--- src/rtl/uart_hex_loader.sv ---
// uart_hex_loader: 8N1 UART receiver that assembles ASCII hex digits into a
// 16-bit display value. '.' clears the value. A stop bit sampled low raises
// frame_err and parks the receiver until the line returns high.
`timescale 1ns/1ps
module uart_hex_loader #(
  parameter int unsigned CLK_HZ = 50_000_000,
  parameter int unsigned BAUD   = 115200
) (
  input  logic        clk,
  input  logic        rst_n,
  input  logic        rxd,
  output logic [15:0] value,
  output logic        update,
  output logic        frame_err
);

  localparam int unsigned DIV  = (CLK_HZ + BAUD / 2) / BAUD;
  localparam int unsigned HALF = DIV / 2;
  localparam int unsigned CW   = $clog2(DIV);

  localparam logic [CW-1:0] CNT_FULL = CW'(DIV - 1);
  localparam logic [CW-1:0] CNT_HALF = CW'(HALF - 1);

  typedef enum logic [2:0] {
    S_IDLE  = 3'd0,
    S_START = 3'd1,
    S_DATA  = 3'd2,
    S_STOP  = 3'd3,
    S_BREAK = 3'd4
  } state_t;

  state_t          state;
  state_t          state_nxt;
  logic            sync1;
  logic            sync2;
  logic            rs;
  logic [CW-1:0]   cnt;
  logic [CW-1:0]   cnt_nxt;
  logic [2:0]      bidx;
  logic [2:0]      bidx_nxt;
  logic [7:0]      shreg;
  logic [7:0]      shreg_nxt;
  logic [15:0]     value_nxt;
  logic            update_nxt;
  logic            frame_err_nxt;
  logic            tick_c;
  logic [4:0]      dec_c;

  // Map an ASCII hex character to {valid, nibble}
  function automatic logic [4:0] hex_decode(input logic [7:0] b);
    logic [4:0] r;
    r = 5'd0;
    if (b >= 8'h30 && b <= 8'h39) begin
      r = {1'b1, b[3:0]};
    end else if ((b >= 8'h41 && b <= 8'h46) || (b >= 8'h61 && b <= 8'h66)) begin
      r = {1'b1, 4'(b[3:0] + 4'd9)};
    end
    return r;
  endfunction

  // Two-flop synchronizer for the asynchronous receive pin, idle high
  always_ff @(posedge clk or negedge rst_n) begin
    if (!rst_n) begin
      sync1 <= 1'b1;
      sync2 <= 1'b1;
    end else begin
      sync1 <= rxd;
      sync2 <= sync1;
    end
  end

  assign rs     = sync2;
  assign tick_c = (cnt == '0);
  assign dec_c  = hex_decode(shreg);

  // State register
  always_ff @(posedge clk or negedge rst_n) begin
    if (!rst_n) begin
      state <= S_IDLE;
    end else begin
      state <= state_nxt;
    end
  end

  // Next-state logic: frame sequencing on sample ticks
  always_comb begin
    state_nxt = state;
    case (state)
      S_IDLE: begin
        if (!rs) state_nxt = S_START;
      end
      S_START: begin
        if (tick_c) state_nxt = rs ? S_IDLE : S_DATA;
      end
      S_DATA: begin
        if (tick_c && bidx == 3'd7) state_nxt = S_STOP;
      end
      S_STOP: begin
        if (tick_c) state_nxt = rs ? S_IDLE : S_BREAK;
      end
      S_BREAK: begin
        if (rs) state_nxt = S_IDLE;
      end
      default: state_nxt = S_IDLE;
    endcase
  end

  // Output logic: counter, shifter, decode and strobe next values
  always_comb begin
    cnt_nxt       = cnt;
    bidx_nxt      = bidx;
    shreg_nxt     = shreg;
    value_nxt     = value;
    update_nxt    = 1'b0;
    frame_err_nxt = 1'b0;
    case (state)
      S_IDLE: begin
        if (!rs) cnt_nxt = CNT_HALF;
      end
      S_START: begin
        if (tick_c) begin
          cnt_nxt  = CNT_FULL;
          bidx_nxt = 3'd0;
        end else begin
          cnt_nxt = cnt - CW'(1);
        end
      end
      S_DATA: begin
        if (tick_c) begin
          shreg_nxt = {rs, shreg[7:1]};
          cnt_nxt   = CNT_FULL;
          bidx_nxt  = bidx + 3'd1;
        end else begin
          cnt_nxt = cnt - CW'(1);
        end
      end
      S_STOP: begin
        if (tick_c) begin
          if (rs) begin
            if (dec_c[4]) begin
              value_nxt  = {value[11:0], dec_c[3:0]};
              update_nxt = 1'b1;
            end else if (shreg == 8'h2E) begin
              value_nxt  = 16'h0000;
              update_nxt = 1'b1;
            end
          end else begin
            frame_err_nxt = 1'b1;
          end
        end else begin
          cnt_nxt = cnt - CW'(1);
        end
      end
      default: begin
      end
    endcase
  end

  // Datapath and output registers
  always_ff @(posedge clk or negedge rst_n) begin
    if (!rst_n) begin
      cnt       <= '0;
      bidx      <= 3'd0;
      shreg     <= 8'h00;
      value     <= 16'h0000;
      update    <= 1'b0;
      frame_err <= 1'b0;
    end else begin
      cnt       <= cnt_nxt;
      bidx      <= bidx_nxt;
      shreg     <= shreg_nxt;
      value     <= value_nxt;
      update    <= update_nxt;
      frame_err <= frame_err_nxt;
    end
  end

endmodule

--- config.mk ---
export PLATFORM = sky130hd
export DESIGN_NAME = uart_hex_loader
export DESIGN_NICKNAME = d
export VERILOG_FILES = /design/src/rtl/uart_hex_loader.sv
export SDC_FILE = /design/constraint.sdc
export NUM_CORES = 1
export LEC_CHECK = 0
export ABC_CLOCK_PERIOD_IN_PS = 2300
export CORE_MARGIN = 1.5
export CORE_UTILIZATION = 40
export CTS_CLUSTER_DIAMETER = 30
export DETAILED_ROUTE_END_ITERATION = 8
export PLACE_DENSITY_LB_ADDON = 0.08
export SYNTH_ARGS = -nofsm -noshare
export SYNTH_HDL_FRONTEND = slang
export SYNTH_SLANG_ARGS = --single-unit
--- constraint.sdc ---
create_clock -name clk -period 2.3 [get_ports clk]
set_input_delay 0.46 -clock clk [delete_from_list [all_inputs] [get_ports clk]]
set_output_delay 0.46 -clock clk [all_outputs]
set_load 0.01 [all_outputs]
# After elaboration in Yosys (flattened, before gate mapping)
# Cells that the tools add are included.
# totals
register_bits	43
latchBits	0
ram_bits	0
rom_bits	0
input_bits	3
elab_cells	74
memories	0
# op_classes
n_addsub	3
multipliers	0
n_div	0
magnitude_cmp	6
n_eq_ne	13
shifts	0
muxes	27
bitwise	0
reduce_logical	16
# ops
cell	count
2-to-1 mux 16 bit	2
2-to-1 mux 9 bit	3
case mux 9 bit (3 select lines)	1
2-to-1 mux 3 bit	8
greater-or-equal comparator 8 x 7 -> 1 bit, second input constant	2
less-or-equal comparator 8 x 7 -> 1 bit, second input constant	2
case mux 3 bit (5 select lines)	1
!= test 2 bit, second input constant	7
2-to-1 mux 5 bit	2
zero test 9 bit	1
subtractor 9 x 1 -> 9 bit, second input constant	1
equality test 8 x 6 -> 1 bit, second input constant	1
greater-or-equal comparator 8 x 6 -> 1 bit, second input constant	1
less-or-equal comparator 8 x 6 -> 1 bit, second input constant	1
2-to-1 mux 1 bit	8
equality test 3 x 2 -> 1 bit, second input constant	2
equality test 3 bit, second input constant	2
case mux 3 bit (2 select lines)	1
AND reduction 3 bit	2
AND reduction 5 bit	1
adder 4 bit, second input constant	1
logical AND 1 bit	4
AND reduction 4 bit	1
nonzero test 2 bit	2
8 further kinds	8

# Longest topological paths before layout
# Gate-level depths: netlist (run 1).
# depth
ltp_word	9
ltp_mapped	8
ltp_nobuf	7

# Worst setup path after synthesis (run 1)
# OpenSTA, ideal clock, no wires.
# synth_path
path_kind	reg2reg
from	register shreg[0]
to	register value[1]
arrival_ns	1.805
slack_ns	0.368
stages_incl_launch_ff	8
n_path_buf	0
period_less_slack_ns	1.932
cell_sequence	dfrtp_1 > inv_1 > ha_1 > o21bai_1 > a21boi_0 > o21a_1 > o21ai_2 > mux2_1
# synth_via
elab_chain_len	7
# synth_rtl
item	line	text
start: declaration	41	logic [7:0] shreg;
start signal: assignment	171	shreg <= shreg_nxt;
greater-or-equal comparator 8 x 7 -> 1 bit or less-or-equal comparator 8 x 7 -> 1 bit (tied branches)	55	end else if ((b >= 8'h41 && b <= 8'h46) || (b >= 8'h61 && b <= 8'h66)) begin
logical AND 1 bit	55	
logical OR 1 bit	55	
2-to-1 mux 5 bit	55	
2-to-1 mux 5 bit	53	if (b >= 8'h30 && b <= 8'h39) begin
nonzero test 2 bit (no line)	n/a	
AND reduction 4 bit (no line)	n/a	
end signal: assignment	172	value <= value_nxt;
end: declaration	12	output logic [15:0] value,
# Parallel ways exist; a longest one is shown, timed or not.
# A chain may end at the register's enable or synchronous reset.

# Worst setup path in the final report (run 1)
# Ends and elaborated chain as after synthesis.

==> metrics.log, run 1 <==
INFO  metric run_status = complete, no violations
INFO  metric cts_num_sinks = 43
INFO  metric path_max_fanout = 7
INFO  metric global_route.usage.met3 = 4.91%
INFO  metric layout_cell_share_with_drive_strength_beyond_1 = 13.7%
INFO  metric whs = 0.126 ns
INFO  metric timing.final.crit_share = 93.4%
INFO  metric setup-tns-final = 0 ns
INFO  metric max_cap_violations = 0
INFO  metric vdd_drop_max = 0.000240 V
INFO  metric final_max_slew_viol_count = 0
INFO  metric route.antenna.remaining_nets = 0
INFO  metric fin_worst_skew = 0.00876 ns
INFO  metric die_height = 76.3 um
INFO  metric floorplan.rows = 26
INFO  metric reg2reg_to = value[1]$_DFFE_PN0P_
INFO  metric place_inst = 296
INFO  metric dr_drc_count = 0
INFO  metric critical_path_buf_inv_count = 1
INFO  metric finish.net_count = 244
INFO  metric cts_htree_levels = 2
INFO  metric pin_count_of_the_biggest_net_entering_global_routing = 44
INFO  metric worstRegToRegCells = 7
INFO  metric power-per-cell-area = 490 nW/um2
INFO  metric grt_remaining_overflow = 0
INFO  metric syn-instance-count = 205
INFO  metric via_count_of_the_first_global_routing_pass = 1,605
INFO  metric postSynthNetCount = 216
INFO  metric cts_tree = built
INFO  metric detailroute.via_count = 1,684
INFO  metric timing_worst_setup_path_type = reg -> reg
INFO  metric cts.clk_slew.worst_paths = 0.08 ns
INFO  metric design.die.area = 5820 um2
INFO  metric post_cts_hold_buffer_count = 0
INFO  metric coreArea = 5140 um2
INFO  metric timing.final.ws_setup = 0.151 ns
INFO  metric die-width = 76.3 um
INFO  metric ys_async_sr_fraction = 100%
INFO  metric report.final.setup_viol = 0
INFO  metric yosysUniqueCellTypes = 48
INFO  metric synth_area = 2150 um2
INFO  metric timing_worst_slew_pin_value = 0.492 ns
INFO  metric num_antenna_cells = 0
INFO  metric global_route.usage.met2 = 23.5%
INFO  metric cpPeakStageDelay = 0.51 ns
INFO  metric place_worst_setup_slack = 0.130 ns
INFO  metric power.leakage = 1.11 nW
INFO  metric area_growth_syn_to_layout = 18.8%
INFO  metric placement.cell_area = 2470 um2
INFO  metric global_route.usage.total = 16.7%
INFO  metric utilization = 49.7%
INFO  metric share_clk_of_total_power = 37.3%
INFO  metric endpoint = value[1]$_DFFE_PN0P_
INFO  metric routed_via_density = 5.54
INFO  metric cts_buffer_depth = 2
INFO  metric proportion_of_total_power_due_to_net_switching = 21.8%
INFO  metric io-pin-count = 21
INFO  metric critPathRequiredTime = 2.48 ns
INFO  metric final_cells = 304
INFO  metric synth_ff_type = dfrtp_1
INFO  metric placement.io_buffers = 20
INFO  metric routability_driven_placement_congestion_ratio = 0.816
INFO  metric share_of_the_yosys_chip_area_belonging_to_registers = 50.2%
INFO  metric grt_antenna_before_repair = 0
INFO  metric path_delay_family = compound AO/OA/AOI/OAI gates
INFO  metric syn-mean-instance-area = 10.5 um2
INFO  metric switching_power = 273 uW
INFO  metric sequentialPowerShare = 60.9%
INFO  metric crit_cells = 7
INFO  metric max_slew_headroom_at_the_worst_pin = 66.9%
INFO  metric grt_first_pass_wirelength = 7.76 mm
INFO  metric period_minus_slack = 2.15 ns
INFO  metric initial_core_util = 41.8%
INFO  metric top_usage_layer = met1
INFO  metric grt_setup_unrepaired = false
INFO  metric r2r-start = shreg[0]$_DFFE_PN0P_
INFO  metric post-cts-setup-buffer-count = 0
INFO  metric hold_class = in -> async
INFO  metric cts_buffers = 5
INFO  metric avgRoutedWirePerCell = 14.7 um
INFO  metric ff2ff_setup_slack = 0.15 ns
INFO  metric synth_enable_flop_cells = 0
INFO  metric max_freq = 465 MHz
INFO  metric detailedRoute.firstPassIterationCount = 4
INFO  metric cts_resized = 0
INFO  metric timing.critical_path.arrival = 2.33 ns
INFO  metric pwr-share-comb = 1.7%
INFO  metric grt_use_met1 = 24.3%
INFO  metric internal_power = 977 uW
INFO  metric start_kind = register
INFO  metric insertion_delay = 0.29 ns
INFO  metric crit_path_cell_trace = inv_1, ha_1, o21bai_1, a21boi_0, o21a_1, o21ai_2, mux2_1
INFO  metric totalWireLength = 4.48 mm
INFO  metric ys_ff_latch = 43
INFO  metric iteration_0_drc_markers = 113
INFO  metric stdcell_area = 2550 um2
INFO  metric cp-end-kind = register
INFO  metric cell_with_the_biggest_individual_delay_on_the_critical_path = dfrtp_1
INFO  metric startpoint = shreg[0]$_DFFE_PN0P_
INFO  metric clk_root_buffer_cell = clkbuf_8
INFO  metric dp.final_hpwl = 3.19 mm
INFO  metric finalHoldViolCount = 0
INFO  metric synthesis.yosys.warnings = 0
INFO  metric fin_total_pwr = 1.25 mW
## worst min-delay path by stage
stage	end	slack, ns	from	cells past startpoint
final	cnt[4]$_DFFE_PN0P_	0.13	rst_n	2
after global routing	frame_err$_DFF_PN0_	0.15	rst_n	2
after CTS	value[8]$_DFFE_PN0P_	0.14	rst_n	2
after detailed placement	rs$_DFF_PN1_	0.35	sync1$_DFF_PN1_	0
after global placement	rs$_DFF_PN1_	0.35	sync1$_DFF_PN1_	0
after floorplan	bidx[0]$_DFFE_PN0P_	0.16	rst_n	0
## area by class of cell
type / count / area, um2
multi-input cells: 138 / 967
fillers: 490 / 2590
clock inverters: 2 / 12.5
flip-flops and latches: 43 / 1080
repair buffers: 29 / 275
well taps: 70 / 87.6
inverters: 16 / 60.1
clock buffers: 6 / 72.6
## registers in the layout, indices dropped and copies added, names as in the netlist
register,flops
state,3
value,16
bidx,3
update,1
sync1,1
rs,1
shreg,8
frame_err,1
cnt,9
## power by group through the flow
| stage | combinational, mW | clock (mW) | sequential, mW |
|---|---|---|---|
| floorplan | 0.00283 | 0 | 0.774 |
| global placement | 0.0227 | 0 | 0.777 |
| detailed placement | 0.0230 | 0 | 0.777 |
| CTS | 0.0232 | 0.482 | 0.762 |
| global route | 0.0255 | 0.519 | 0.762 |
| finish | 0.0217 | 0.467 | 0.762 |
## metal layers
metal | up-vias | routed length (um)
met4 | 0 | 56
met1 | 824 | 2180
met5 | - | 0
met2 | 46 | 1990
li1 | 808 | -
met3 | 6 | 252
## synth_stat cells (3+ instances only)
cell / count / area [um2]
inv_1: 16 / 60.1
o22ai_1: 5 / 31.3
a31oi_1: 3 / 18.8
a21oi_1: 13 / 65.1
nand3_1: 8 / 40.0
nor3_1: 4 / 20.0
nor2_1: 10 / 37.5
mux2_2: 7 / 78.8
nand2_1: 15 / 56.3
dfrtp_1: 41 / 1030
o21ai_0: 10 / 50.1
clkbuf_1: 4 / 15.0
or3_1: 3 / 18.8
ha_1: 8 / 100
o21ai_1: 3 / 15.0
a22o_1: 14 / 123
## cells in the final DEF (no fill, tap or decap), types with 5 or more instances in the layout
| master | synthesis | final |
|---|---|---|
| a22o_1 | 14 | 14 |
| buf_4 | 1 | 8 |
| nor2_1 | 10 | 10 |
| mux2_2 | 7 | 7 |
| dfrtp_1 | 41 | 41 |
| inv_1 | 16 | 16 |
| o22ai_1 | 5 | 5 |
| clkbuf_8 | 0 | 5 |
| clkdlybuf4s50_1 | 0 | 19 |
| nand3_1 | 8 | 8 |
| ha_1 | 8 | 8 |
| nand2_1 | 15 | 15 |
| a21oi_1 | 13 | 13 |
| o21ai_0 | 10 | 10 |
## kinds of logic (layout without fill, tap and decap cells)
logic type | count (synthesis) | after routing | share of synthesized area (%)
AO/OA/AOI/OAI | 65 | 65 | 21.7
AND/OR/NAND/NOR | 54 | 54 | 13.2
flip-flops | 43 | 43 | 50.2
buffers and inverters | 24 | 53 | 4.83
multiplexers | 9 | 9 | 4.66
adder cells (fa/ha/maj) | 8 | 8 | 4.66
XOR/XNOR | 2 | 2 | 0.815
(Power assumes the default switching activity.)
==> run 2, diff against run 1 <==
--- a/config.mk
+++ b/config.mk
@@ -6,8 +6,9 @@
 export NUM_CORES = 1
 export LEC_CHECK = 0
 export ABC_CLOCK_PERIOD_IN_PS = 2300
+export CAP_MARGIN = 20
 export CORE_MARGIN = 1.5
-export CORE_UTILIZATION = 40
+export CORE_UTILIZATION = 56
 export CTS_CLUSTER_DIAMETER = 30
 export DETAILED_ROUTE_END_ITERATION = 8
 export PLACE_DENSITY_LB_ADDON = 0.08
==> run 2 against run 1 <==
Compared with the run above: cell count shrank 5.9%; core utilization grew 20 points; combinational power decreased by 4%; total power shrank 1.3%; critical endpoint is now value[15]$_DFFE_PN0P_; largest cell class unchanged; critical path depth rose by 1; first-iteration DRC count rose by 69%; wire length rose by 3.8%; die area fell by 28%.
==> metrics.log, run 2 (same netlist as run 1, synthesis figures left out) <==
INFO  metric run_status = complete, no violations (unchanged)
INFO  metric crit_path_cell_trace = inv_1, ha_1, nor2b_1, and3_1, and3_1, o21ai_4, buf_4, a22o_1 (was inv_1, ha_1, o21bai_1, a21boi_0, o21a_1, o21ai_2, mux2_1)
INFO  metric dr_drc_count = 0 (unchanged)
INFO  metric placement.io_buffers = 20 (unchanged)
INFO  metric detailroute.via_count = 1,719 (was 1,684)
INFO  metric global_route.usage.total = 24.4% (was 16.7%)
INFO  metric stdcell_area = 2550 um2 (about the same)
INFO  metric cts_num_sinks = 43 (unchanged)
INFO  metric largest_register_ffs = 16 (unchanged)
INFO  metric timing.critical_path.arrival = 2.36 ns (was 2.33 ns)
INFO  metric floorplan.rows = 22 (was 26)
INFO  metric fin_worst_skew = 0.00368 ns (was 0.00876 ns)
INFO  metric whs = 0.0623 ns (was 0.126 ns)
INFO  metric mostFrequentLayoutCell = dfrtp_1 (unchanged)
INFO  metric timing_worst_slew_pin_value = 0.572 ns (was 0.492 ns)
INFO  metric cts_buffer_depth = 2 (unchanged)
INFO  metric cell_with_the_biggest_individual_delay_on_the_critical_path = dfrtp_1 (unchanged)
INFO  metric grt_remaining_overflow = 0 (unchanged)
INFO  metric timing.final.ws_setup = 0.124 ns (was 0.151 ns)
INFO  metric area_growth_syn_to_layout = 18.7% (was 18.8%)
INFO  metric clk_root_buffer_cell = clkbuf_8 (unchanged)
INFO  metric insertion_delay = 0.29 ns (about the same)
INFO  metric placement.cell_area = 2450 um2 (was 2470 um2)
INFO  metric most_frequent_cell_on_the_critical_path = and3_1
INFO  metric fillerInstances = 288 (was 490)
INFO  metric die-width = 65.0 um (was 76.3 um)
INFO  metric detailedRoute.firstPassIterationCount = 4 (unchanged)
INFO  metric place_inst = 277 (was 296)
INFO  metric setup-tns-final = 0 ns (unchanged)
INFO  metric max_freq = 460 MHz (was 465 MHz)
INFO  metric routed_via_density = 6.01 (was 5.54)
INFO  metric via_count_of_the_first_global_routing_pass = 1,622 (was 1,605)
INFO  metric route.antenna.remaining_nets = 0 (unchanged)
INFO  metric totalWireLength = 4.65 mm (was 4.48 mm)
INFO  metric fin_total_pwr = 1.23 mW (was 1.25 mW)
INFO  metric reg.largest.list = value: 16 flops, cnt: 9 flops, shreg: 8 flops (unchanged)
INFO  metric report.final.setup_viol = 0 (unchanged)
INFO  metric routability_driven_placement_congestion_ratio = 0.943 (was 0.816)
INFO  metric period_minus_slack = 2.18 ns (was 2.15 ns)
INFO  metric grt_first_pass_wirelength = 7.77 mm (was 7.76 mm)
INFO  metric layout_cell_share_with_drive_strength_beyond_1 = 16.0% (was 13.7%)
INFO  metric grt_antenna_before_repair = 0 (unchanged)
INFO  metric finalHoldViolCount = 0 (unchanged)
INFO  metric io-pin-count = 21 (unchanged)
INFO  metric place_worst_setup_slack = 0.109 ns (was 0.130 ns)
INFO  metric die_height = 65.0 um (was 76.3 um)
INFO  metric max_slew_headroom_at_the_worst_pin = 61.3% (was 66.9%)
INFO  metric cpPeakStageDelay = 0.42 ns (was 0.51 ns)
INFO  metric coreArea = 3660 um2 (was 5140 um2)
INFO  metric max_cap_violations = 0 (unchanged)
INFO  metric cts.clk_slew.worst_paths = 0.08 ns (about the same)
INFO  metric initial_core_util = 58.7% (was 41.8%)
INFO  metric power.leakage = 1.13 nW (was 1.11 nW)
INFO  metric critical_path_buf_inv_count = 2 (was 1)
INFO  metric cts_htree_levels = 2 (unchanged)
INFO  metric layout.cells.most_common_list = dfrtp_1 (40), clkdlybuf4s50_1 (19), inv_1 (16) (was dfrtp_1 (41), clkdlybuf4s50_1 (19), inv_1 (16))
INFO  metric avgRoutedWirePerCell = 16.3 um (was 14.7 um)
INFO  metric power-per-cell-area = 484 nW/um2 (was 490 nW/um2)
INFO  metric timing.final.crit_share = 94.6% (was 93.4%)
INFO  metric num_antenna_cells = 0 (unchanged)
INFO  metric dp.final_hpwl = 3.43 mm (was 3.19 mm)
INFO  metric start_kind = register (unchanged)
INFO  metric cts_tree = built (unchanged)
INFO  metric cts_buffers = 5 (unchanged)
INFO  metric path_delay_family = simple AND/OR/NAND/NOR gates (was compound AO/OA/AOI/OAI gates)
INFO  metric cp-end-kind = register (unchanged)
INFO  metric hold_class = in -> async (unchanged)
INFO  metric timing_worst_setup_path_type = reg -> reg (unchanged)
INFO  metric finish.net_count = 248 (was 244)
INFO  metric pin_count_of_the_biggest_net_entering_global_routing = 19 (was 44)
INFO  metric max_flop_register = value (unchanged)
INFO  metric path_max_fanout = 10 (was 7)
INFO  metric iteration_0_drc_markers = 191 (was 113)
INFO  metric final_max_slew_viol_count = 0 (unchanged)
INFO  metric critPathRequiredTime = 2.48 ns (about the same)
INFO  metric design.die.area = 4220 um2 (was 5820 um2)
INFO  metric utilization = 69.7% (was 49.7%)
INFO  metric final_cells = 286 (was 304)
INFO  metric vdd_drop_max = 0.000350 V (was 0.000240 V)
run 2: layer usage:
layer  wire length, um  vias up  share of wire, %  GRT usage [%]
li1                  -      810                 -              -
met1              2070      828                44           32.8
met2              2260       71                49           38.9
met3               256       10               5.5           6.42
met4                63        0               1.4           7.45
met5                 0        -                 0              0
run 2: repair_timing:
action	in CTS	in global routing
gates resized for setup	0	2
hold buffers	0	0
buffers inserted	0	1
endpoints found under the setup margin	0	17
run 2: worst paths after layout:
path	from	to	slack (ns)	depth (start not counted)
worst min register to register	sync1$_DFF_PN1_	rs$_DFF_PN1_	0.36	0
max in group asynchronous	rst_n	sync1$_DFF_PN1_	1.66	2
worst max register to register	cnt[0]$_DFFE_PN0P_	value[15]$_DFFE_PN0P_	0.12	8
worst max-delay path	cnt[0]$_DFFE_PN0P_	value[15]$_DFFE_PN0P_	0.12	8
worst min-delay path	rst_n	cnt[5]$_DFFE_PN0P_	0.06	1
min in group clk	sync1$_DFF_PN1_	rs$_DFF_PN1_	0.36	0
run 2: worst reg2reg max path: stages (launching register included):
cell and delay, ns:
dfrtp_1 0.42, inv_1 0.12, ha_1 0.17, nor2b_1 0.21
and3_1 0.32, and3_1 0.29, o21ai_4 0.11, buf_4 0.19
a22o_1 0.24
run 2: area by class of cell:
class	count	area [um2]	share of cell area, %
sequential	43	1080	42.3
multi-input combinational	138	975	38.2
timing repair buffer	33	293	11.5
clock buffer	5	68.8	2.70
inverter	16	60.1	2.35
tap	48	60.1	2.35
clock inverter	3	15.0	0.589
run 2: power by group:
part	switching [mW]	internal, mW	total (mW)	leakage (nW)
Combinational	0.0161	0.00484	0.0209	0.507
Sequential	0.00266	0.759	0.761	0.574
Clock	0.244	0.208	0.452	0.0477
Total	0.263	0.971	1.23	1.13
==> run 3, diff against run 2 <==
--- a/config.mk
+++ b/config.mk
@@ -11,7 +11,8 @@
 export CORE_UTILIZATION = 56
 export CTS_CLUSTER_DIAMETER = 30
 export DETAILED_ROUTE_END_ITERATION = 8
-export PLACE_DENSITY_LB_ADDON = 0.08
+export PLACE_DENSITY = 0.82
 export SYNTH_ARGS = -nofsm -noshare
 export SYNTH_HDL_FRONTEND = slang
 export SYNTH_SLANG_ARGS = --single-unit
+export TNS_END_PERCENT = 10
==> run 3 against run 2 <==
Compared with the run above: largest cell class unchanged; sequential power about the same; total power increased by 12%; critical path type unchanged; maximum frequency increased by 1.7%; critical endpoint is now shreg[1]$_DFFE_PN0P_; sequential share of layout area decreased by 0.44 points; worst hold slack improved by 0.0052 ns; count of clock-buffer cells in the layout unchanged; critical path depth decreased by 2.
==> metrics.log, run 3 (same netlist as run 1, synthesis figures left out) <==
INFO  metric run_status = complete, no violations (unchanged)
INFO  metric routability_driven_placement_congestion_ratio = 0.896 (was 0.943)
INFO  metric finish.net_count = 248 (unchanged)
INFO  metric switching_power = 292 uW (was 263 uW)
INFO  metric dr_drc_count = 0 (unchanged)
INFO  metric timing_worst_slew_pin_value = 0.509 ns (was 0.572 ns)
INFO  metric detailedRoute.firstPassIterationCount = 4 (unchanged)
INFO  metric power.leakage = 1.14 nW (was 1.13 nW)
INFO  metric floorplan.rows = 22 (unchanged)
INFO  metric vdd_drop_max = 0.000428 V (was 0.000350 V)
INFO  metric timing.final.crit_share = 93.0% (was 94.6%)
INFO  metric max_cap_violations = 0 (unchanged)
INFO  metric timing.critical_path.arrival = 2.33 ns (was 2.36 ns)
INFO  metric global_route.usage.total = 24.6% (was 24.4%)
INFO  metric whs = 0.0675 ns (was 0.0623 ns)
INFO  metric design.die.area = 4220 um2 (unchanged)
INFO  metric area_growth_syn_to_layout = 19.8% (was 18.7%)
INFO  metric cts_htree_levels = 2 (unchanged)
INFO  metric route.antenna.remaining_nets = 0 (unchanged)
INFO  metric pin_count_of_the_biggest_net_entering_global_routing = 17 (was 19)
INFO  metric mostFrequentLayoutCell = dfrtp_1 (unchanged)
INFO  metric max_flop_register = value (unchanged)
INFO  metric path_delay_family = simple AND/OR/NAND/NOR gates (unchanged)
INFO  metric grt_first_pass_wirelength = 7.94 mm (was 7.77 mm)
INFO  metric avgRoutedWirePerCell = 15.9 um (was 16.3 um)
INFO  metric startpoint = cnt[0]$_DFFE_PN0P_ (unchanged)
INFO  metric critical_path_buf_inv_count = 1 (was 2)
INFO  metric hold_class = in -> async (unchanged)
INFO  metric cts_buffers = 5 (unchanged)
INFO  metric crit_cells = 6 (was 8)
INFO  metric crit_path_cell_trace = inv_1, ha_1, nor2b_1, and3_1, nand3b_1, mux2_2 (was inv_1, ha_1, nor2b_1, and3_1, and3_1, o21ai_4, buf_4, a22o_1)
INFO  metric die-width = 65.0 um (unchanged)
INFO  metric reg.largest.list = value: 16 flops, cnt: 9 flops, shreg: 8 flops (unchanged)
INFO  metric cts_tree = built (unchanged)
INFO  metric pwr-share-comb = 1.5% (was 1.7%)
INFO  metric die_height = 65.0 um (unchanged)
INFO  metric coreArea = 3660 um2 (unchanged)
INFO  metric sequentialPowerShare = 55.0% (was 61.7%)
INFO  metric power-per-cell-area = 538 nW/um2 (was 484 nW/um2)
INFO  metric cell_with_the_biggest_individual_delay_on_the_critical_path = dfrtp_1 (unchanged)
INFO  metric period_minus_slack = 2.14 ns (was 2.18 ns)
INFO  metric place_worst_setup_slack = 0.233 ns (was 0.109 ns)
INFO  metric fillerInstances = 291 (was 288)
INFO  metric cp-end-kind = register (unchanged)
INFO  metric io-pin-count = 21 (unchanged)
INFO  metric dp.final_hpwl = 3.05 mm (was 3.43 mm)
INFO  metric placement.cell_area = 2460 um2 (was 2450 um2)
INFO  metric place_inst = 278 (was 277)
INFO  metric r2r-start = cnt[0]$_DFFE_PN0P_ (unchanged)
INFO  metric post_cts_hold_buffer_count = 0 (unchanged)
INFO  metric layout.cells.most_common_list = dfrtp_1 (41), clkdlybuf4s50_1 (19), inv_1 (16) (was dfrtp_1 (40), clkdlybuf4s50_1 (19), inv_1 (16))
INFO  metric internal_power = 1.09 mW (was 971 uW)
INFO  metric grt_setup_unrepaired = false
INFO  metric ff2ff_setup_slack = 0.16 ns (was 0.12 ns)
INFO  metric max_slew_headroom_at_the_worst_pin = 65.6% (was 61.3%)
INFO  metric report.final.setup_viol = 0 (unchanged)
INFO  metric initial_core_util = 58.7% (unchanged)
INFO  metric finalHoldViolCount = 0 (unchanged)
INFO  metric grt_antenna_before_repair = 0 (unchanged)
INFO  metric path_max_fanout = 13 (was 10)
INFO  metric cts_resized = 0 (unchanged)
INFO  metric worstRegToRegCells = 6 (was 8)
INFO  metric cts_buffer_depth = 2 (unchanged)
INFO  metric fin_worst_skew = 0.00865 ns (was 0.00368 ns)
INFO  metric post-cts-setup-buffer-count = 0 (unchanged)
INFO  metric routed_via_density = 6.01 (unchanged)
INFO  metric timing.final.ws_setup = 0.160 ns (was 0.124 ns)
INFO  metric timing_worst_setup_path_type = reg -> reg (unchanged)
INFO  metric num_antenna_cells = 0 (unchanged)
INFO  metric cpPeakStageDelay = 0.42 ns (about the same)
INFO  metric final_cells = 286 (unchanged)
INFO  metric detailroute.via_count = 1,719 (unchanged)
INFO  metric start_kind = register (unchanged)
INFO  metric iteration_0_drc_markers = 117 (was 191)
INFO  metric cts_num_sinks = 43 (unchanged)
INFO  metric grt_remaining_overflow = 0 (unchanged)
INFO  metric stdcell_area = 2570 um2 (was 2550 um2)
INFO  metric max_freq = 467 MHz (was 460 MHz)
INFO  metric final_max_slew_viol_count = 0 (unchanged)
INFO  metric share_clk_of_total_power = 43.5% (was 36.6%)
INFO  metric placement.io_buffers = 20 (unchanged)
INFO  metric insertion_delay = 0.30 ns (was 0.29 ns)
INFO  metric critPathRequiredTime = 2.49 ns (was 2.48 ns)
INFO  metric largest_register_ffs = 16 (unchanged)
INFO  metric proportion_of_total_power_due_to_net_switching = 21.1% (was 21.3%)
INFO  metric via_count_of_the_first_global_routing_pass = 1,726 (was 1,622)
INFO  metric totalWireLength = 4.55 mm (was 4.65 mm)
INFO  metric layout_cell_share_with_drive_strength_beyond_1 = 15.5% (was 16.0%)
INFO  metric setup-tns-final = 0 ns (unchanged)
INFO  metric reg2reg_to = shreg[1]$_DFFE_PN0P_ (was value[15]$_DFFE_PN0P_)
INFO  metric clk_root_buffer_cell = clkbuf_8 (unchanged)
INFO  metric cts.clk_slew.worst_paths = 0.08 ns (about the same)
-- run 3: changes by cell type in the layout (fill, tap and decap cells not counted), sizes merged --
cell and change:
clkinv -2, bufinv +1, inv +1
-- run 3: layout make-up --
cell class                 count  area, um2  share of cell area [%]
clock buffer                   5       68.8                    2.67
clock inverter                 3       47.5                    1.85
inverter                      16       60.1                    2.33
multi-input combinational    138        967                    37.6
sequential                    43       1080                    41.9
tap                           48       60.1                    2.33
timing repair buffer          33        293                    11.4
-- run 3: worst register-to-register path, cell delays in order (launching register included) --
cell and delay [ns]:
dfrtp_1 0.42, inv_1 0.11, ha_1 0.16, nor2b_1 0.22, and3_1 0.31, nand3b_1 0.41
mux2_2 0.42
-- run 3: power groups by stage --
stage          sequential, mW  combinational (mW)  clock, mW
4_1_cts                 0.761              0.0216      0.615
6_report                0.761              0.0207      0.602
2_1_floorplan           0.774             0.00283          0
3_5_place_dp            0.776              0.0215          0
3_3_place_gp            0.776              0.0211          0
5_1_grt                 0.761              0.0247      0.650
-- run 3: metrics by stage --
step / power, mW / util (%)
4_1_cts: 1.40 / 70.3
6_report: 1.38 / 70.3
3_3_place_gp: 0.797 / 67.2
5_1_grt: 1.44 / 70.3
2_1_floorplan: 0.777 / -
3_5_place_dp: 0.798 / 67.2
-- run 3: worst max path at each step --
stage	endpoint	slack (ns)
floorplan	value[1]$_DFFE_PN0P_	0.37
global placement	shreg[1]$_DFFE_PN0P_	0.29
detailed placement	shreg[1]$_DFFE_PN0P_	0.23
CTS	value[4]$_DFFE_PN0P_	0.20
global route	shreg[6]$_DFFE_PN0P_	0.04
finish	shreg[1]$_DFFE_PN0P_	0.16
-- run 3: layer usage --
| metal | GRT usage, % | share of wire, % | vias to the layer above |
|---|---|---|---|
| met4 | 13.0 | 2.0 | 0 |
| li1 | - | - | 814 |
| met5 | 0 | 0 | - |
| met2 | 38.4 | 48 | 51 |
| met1 | 32.8 | 45 | 844 |
| met3 | 4.51 | 5.0 | 10 |
